`src/rtl/nibble_packer.sv`:
```
// Pairs tagged low/high nibbles into bytes behind a valid/ready handshake,
// flags out-of-order nibbles and counts delivered bytes.
module nibble_packer (
   input  logic       clk,
   input  logic       rst_n,
   input  logic       flush,
   input  logic [3:0] nib_i,
   input  logic       nib_sel,
   input  logic       nib_valid,
   output logic       nib_ready,
   output logic [7:0] byte_o,
   output logic       byte_valid,
   input  logic       byte_ready,
   output logic       seq_err,
   output logic [7:0] byte_count
);

   localparam int unsigned NIB_W  = 4;
   localparam int unsigned BYTE_W = 8;

   localparam logic [1:0] WAIT_LO = 2'd0;
   localparam logic [1:0] WAIT_HI = 2'd1;
   localparam logic [1:0] HOLD    = 2'd2;

   logic [1:0]        state, state_nx;
   logic [NIB_W-1:0]  lo_reg, lo_nx;
   logic [BYTE_W-1:0] byte_nx, count_nx;
   logic              err_nx, ready_nx, valid_nx;
   logic              nib_acc, byte_acc;

   assign nib_acc  = nib_valid && nib_ready;
   assign byte_acc = byte_valid && byte_ready;

   // State and registered outputs
   always_ff @(posedge clk or negedge rst_n) begin
      if (!rst_n) begin
         state      <= WAIT_LO;
         lo_reg     <= '0;
         byte_o     <= '0;
         seq_err    <= 1'b0;
         byte_count <= '0;
         nib_ready  <= 1'b1;
         byte_valid <= 1'b0;
      end else begin
         state      <= state_nx;
         lo_reg     <= lo_nx;
         byte_o     <= byte_nx;
         seq_err    <= err_nx;
         byte_count <= count_nx;
         nib_ready  <= ready_nx;
         byte_valid <= valid_nx;
      end
   end

   // Next-state and next-output logic; flush overrides every handshake
   always_comb begin
      state_nx = state;
      lo_nx    = lo_reg;
      byte_nx  = byte_o;
      count_nx = byte_count;
      err_nx   = 1'b0;

      if (flush) begin
         state_nx = WAIT_LO;
      end else begin
         case (state)
            WAIT_LO: begin
               if (nib_acc) begin
                  if (!nib_sel) begin
                     lo_nx    = nib_i;
                     state_nx = WAIT_HI;
                  end else begin
                     err_nx = 1'b1;
                  end
               end
            end
            WAIT_HI: begin
               if (nib_acc) begin
                  if (nib_sel) begin
                     byte_nx  = {nib_i, lo_reg};
                     state_nx = HOLD;
                  end else begin
                     lo_nx  = nib_i;
                     err_nx = 1'b1;
                  end
               end
            end
            HOLD: begin
               if (byte_acc) begin
                  count_nx = byte_count + BYTE_W'(1);
                  state_nx = WAIT_LO;
               end
            end
            default: state_nx = WAIT_LO;
         endcase
      end

      // Handshake flags are pure functions of the upcoming state
      ready_nx = (state_nx != HOLD);
      valid_nx = (state_nx == HOLD);
   end

endmodule

```
`config.mk`:
```
export PLATFORM = sky130hd
export DESIGN_NAME = nibble_packer
export DESIGN_NICKNAME = d
export VERILOG_FILES = /design/src/rtl/nibble_packer.sv
export SDC_FILE = /design/constraint.sdc
export NUM_CORES = 1
export LEC_CHECK = 0
export BUFFER_PORTS_ARGS = -buffer_cell sky130_fd_sc_hd__buf_2
export CORE_MARGIN = 5
export CORE_UTILIZATION = 41
export CTS_CLUSTER_SIZE = 16
export DETAILED_ROUTE_END_ITERATION = 10
export REMOVE_ABC_BUFFERS = 1
export SLEW_MARGIN = 40
export SYNTH_ARGS = -nofsm -noshare
export SYNTH_HDL_FRONTEND = slang
export SYNTH_SLANG_ARGS = --single-unit
```
`constraint.sdc`:
```
create_clock -name clk -period 3.8 [get_ports clk]
set_clock_uncertainty 0.15 [all_clocks]
set_input_delay 0.38 -clock clk [delete_from_list [all_inputs] [get_ports clk]]
set_output_delay 0.38 -clock clk [all_outputs]
set_load 0.005 [all_outputs]
```
==> impl_metrics.json <==
{
  "grt-ovfl-total": 0,
  "firstDrtPassIters": 4,
  "worst_pin_slew_ns": 0.534,
  "use_met1_pct": 15.0,
  "r2r-end": "byte_o[0]",
  "die_h_um": 61.8,
  "critPathTopFamily": "flip-flops",
  "synth_common_cells": "dfrtp_1, mux2_2, xor2_1",
  "cts_tree": "done",
  "coreArea_um2": 2520,
  "cp.required_ns": 3.86,
  "synth_area_leaders": "dfrtp_1, mux2_2, xor2_1",
  "synth_top_area_share_pct": 54.7,
  "first_iter_violations": 30,
  "dieArea_um2": 3810,
  "dp_hpwl_um": 1410,
  "p_per_area_nw_per_um2": 409,
  "diodes": 0,
  "p_total_mw": 0.536,
  "grt_pass1_vias": 746,
  "synthArstFlopShare_pct": 100,
  "grt_pass1_wl_um": 3370,
  "maxSlewViolCount": 0,
  "area_delta_synth_final_pct": 19.2,
  "antenna_left": 0,
  "hold_viol": 0,
  "setup_violations": 0,
  "die_x_um": 61.8,
  "routed_via_density": 5.11,
  "gr-usage-all-layers_pct": 11.9,
  "setup-tns-final_ns": 0,
  "startpoint": "nib_ready",
  "cts_resized": 0,
  "path_cells": "nand2_1 > nor3_4 > mux2_2",
  "path_class": "reg -> reg",
  "grtUsageMet3_pct": 3.93,
  "max_freq_mhz": 565,
  "avgSynthCellArea_um2": 14.6,
  "ys_warn_count": 0,
  "io_buffers": 28,
  "place_congestion": 0.715,
  "cts_buffer_depth": 2,
  "path_depth": 3,
  "num_rows": 18,
  "use_met2_pct": 20.3,
  "crit_path_max_fanout": 8,
  "path_buf_inv": 0,
  "cts_setup_buffers": 0,
  "period_minus_slack_ns": 1.77,
  "cts.sinks": 25,
  "drcViolationCount": 0,
  "routed_wl_um": 1880,
  "clkTransAtPathRegs_ns": 0.13,
  "cellLeakagePower_nw": 0.689,
  "r2r_slack_ns": 2.03,
  "yosys.area.top_type": "dfrtp_1",
  "antenna_found_initial": 0,
  "cts_buffers": 3,
  "cp_slowest_stage_delay_ns": 0.57,
  "slew_headroom_pct": 64.4,
  "worstReg2RegStart": "nib_ready",
  "ioPinCount": 29,
  "cap_violations": 0,
  "synth_ff_type": "dfrtp_1",
  "ys_ff_latch": 25,
  "yosysMostFrequentCell": "dfrtp_1",
  "initial_utilization_pct": 43.6,
  "cpMaxStageDelayCell": "dfstp_2",
  "busiest_layer": "met2",
  "status": "finished clean",
  "ys_seq_area_share_pct": 57.1,
  "nNetsFinal": 119,
  "cp.arrival_ns": 1.83,
  "rsz0062_at_grt": "no",
  "grt_max_degree": 26,
  "syn_area_um2": 1100,
  "ir_drop_uv": 277,
  "r2r_cells": 3,
  "drive_above_1_share_pct": 49.5,
  "hp-class": "in -> reg",
  "endpoint": "byte_o[0]",
  "cts-root-buf": "clkbuf_4",
  "ys_types": 26,
  "vias": 700,
  "whs_path_depth": 2,
  "clock_latency_ns": 0.31,
  "endpoint_kind": "register",
  "wl_per_cell_um": 13.7,
  "htreeDepth": 1,
  "start_kind": "register",
  "syn_inst": 75,
  "synth_enable_flop_cells": 0,
  "finalCritPeriodShare_pct": 46.6
}
worst min path at each step:
stage                   from  slack, ns       endpoint
global placement       rst_n       0.24        seq_err
detailed placement     rst_n       0.24        seq_err
floorplan              rst_n      -0.07  byte_count[0]
finish              nib_i[0]       0.14      byte_o[4]
CTS                 nib_i[0]       0.14      byte_o[4]
global route        nib_i[3]       0.13      byte_o[7]
cells by family after synthesis:
logic type,synth area share [%]
compound gates,3.42
xor+xnor,6.38
fa+ha+maj,1.14
buf+inv,0.341
flops,57.1
mux,13.3
simple gates,18.3
timing repair:
item | in CTS | in global routing
endpoints found under the setup margin | 0 | 0
hold endpoints to repair | 24 | 0
hold buffers | 1 | 0
power breakdown:
part | leakage [nW] | internal [mW] | switching, mW
clock network | 0.0177 | 0.0393 | 0.0748
registers | 0.324 | 0.306 | 0.0200
logic | 0.347 | 0.0570 | 0.0390
cell usage in the layout (no fill, tap or decap):
cell type	instances
buf_2	28
dfrtp_1	24
mux2_2	11
xor2_1	7
clkbuf_4	3
a21oi_1	2
nor4_1	2
nand2_1	2
nor2_1	2
o21ba_2	2
mux2_1	2
nand4_1	2
nand3_1	2
nor4_2	2
nor3_1	2
and3_1	1
nand2b_1	1
nand3b_4	1
o21bai_1	1
xnor2_1	1
nand4b_4	1
nor3_4	1
nor4_4	1
nor4b_2	1
nor3b_1	1
ha_1	1
clkinv_2	1
dlygate4sd3_1	1
dfstp_2	1
layout make-up:
class / count / area [um^2]
sequential: 25 / 627
multi-input combinational: 49 / 468
clock buffer: 3 / 22.5
tap: 30 / 37.5
fill: 222 / 1210
clock inverter: 1 / 5.00
timing repair buffer: 29 / 150
layer usage:
metal | vias to the layer above | wire length [um] | share of wire, %
met1 | 343 | 859 | 46
met5 | - | 0 | 0
met3 | 2 | 121 | 6.4
met4 | 0 | 15 | 0.80
met2 | 18 | 882 | 47
li1 | 337 | - | -
through the flow:
step           utilization (%)  hold WS [ns]  setup WS, ns  std cells  cell area (um^2)
4_1_cts                   51.9         0.138          2.01        137              1310
6_report                  51.9         0.144          2.03        137              1310
5_1_grt                   51.9         0.135          1.93        137              1310
3_5_place_dp              50.4         0.245          2.02        132              1270
2_1_floorplan                -       -0.0656          2.15         74              1090
3_3_place_gp              50.4         0.245          2.07        132              1270
Note: power is estimated with default switching activity, not from simulation.
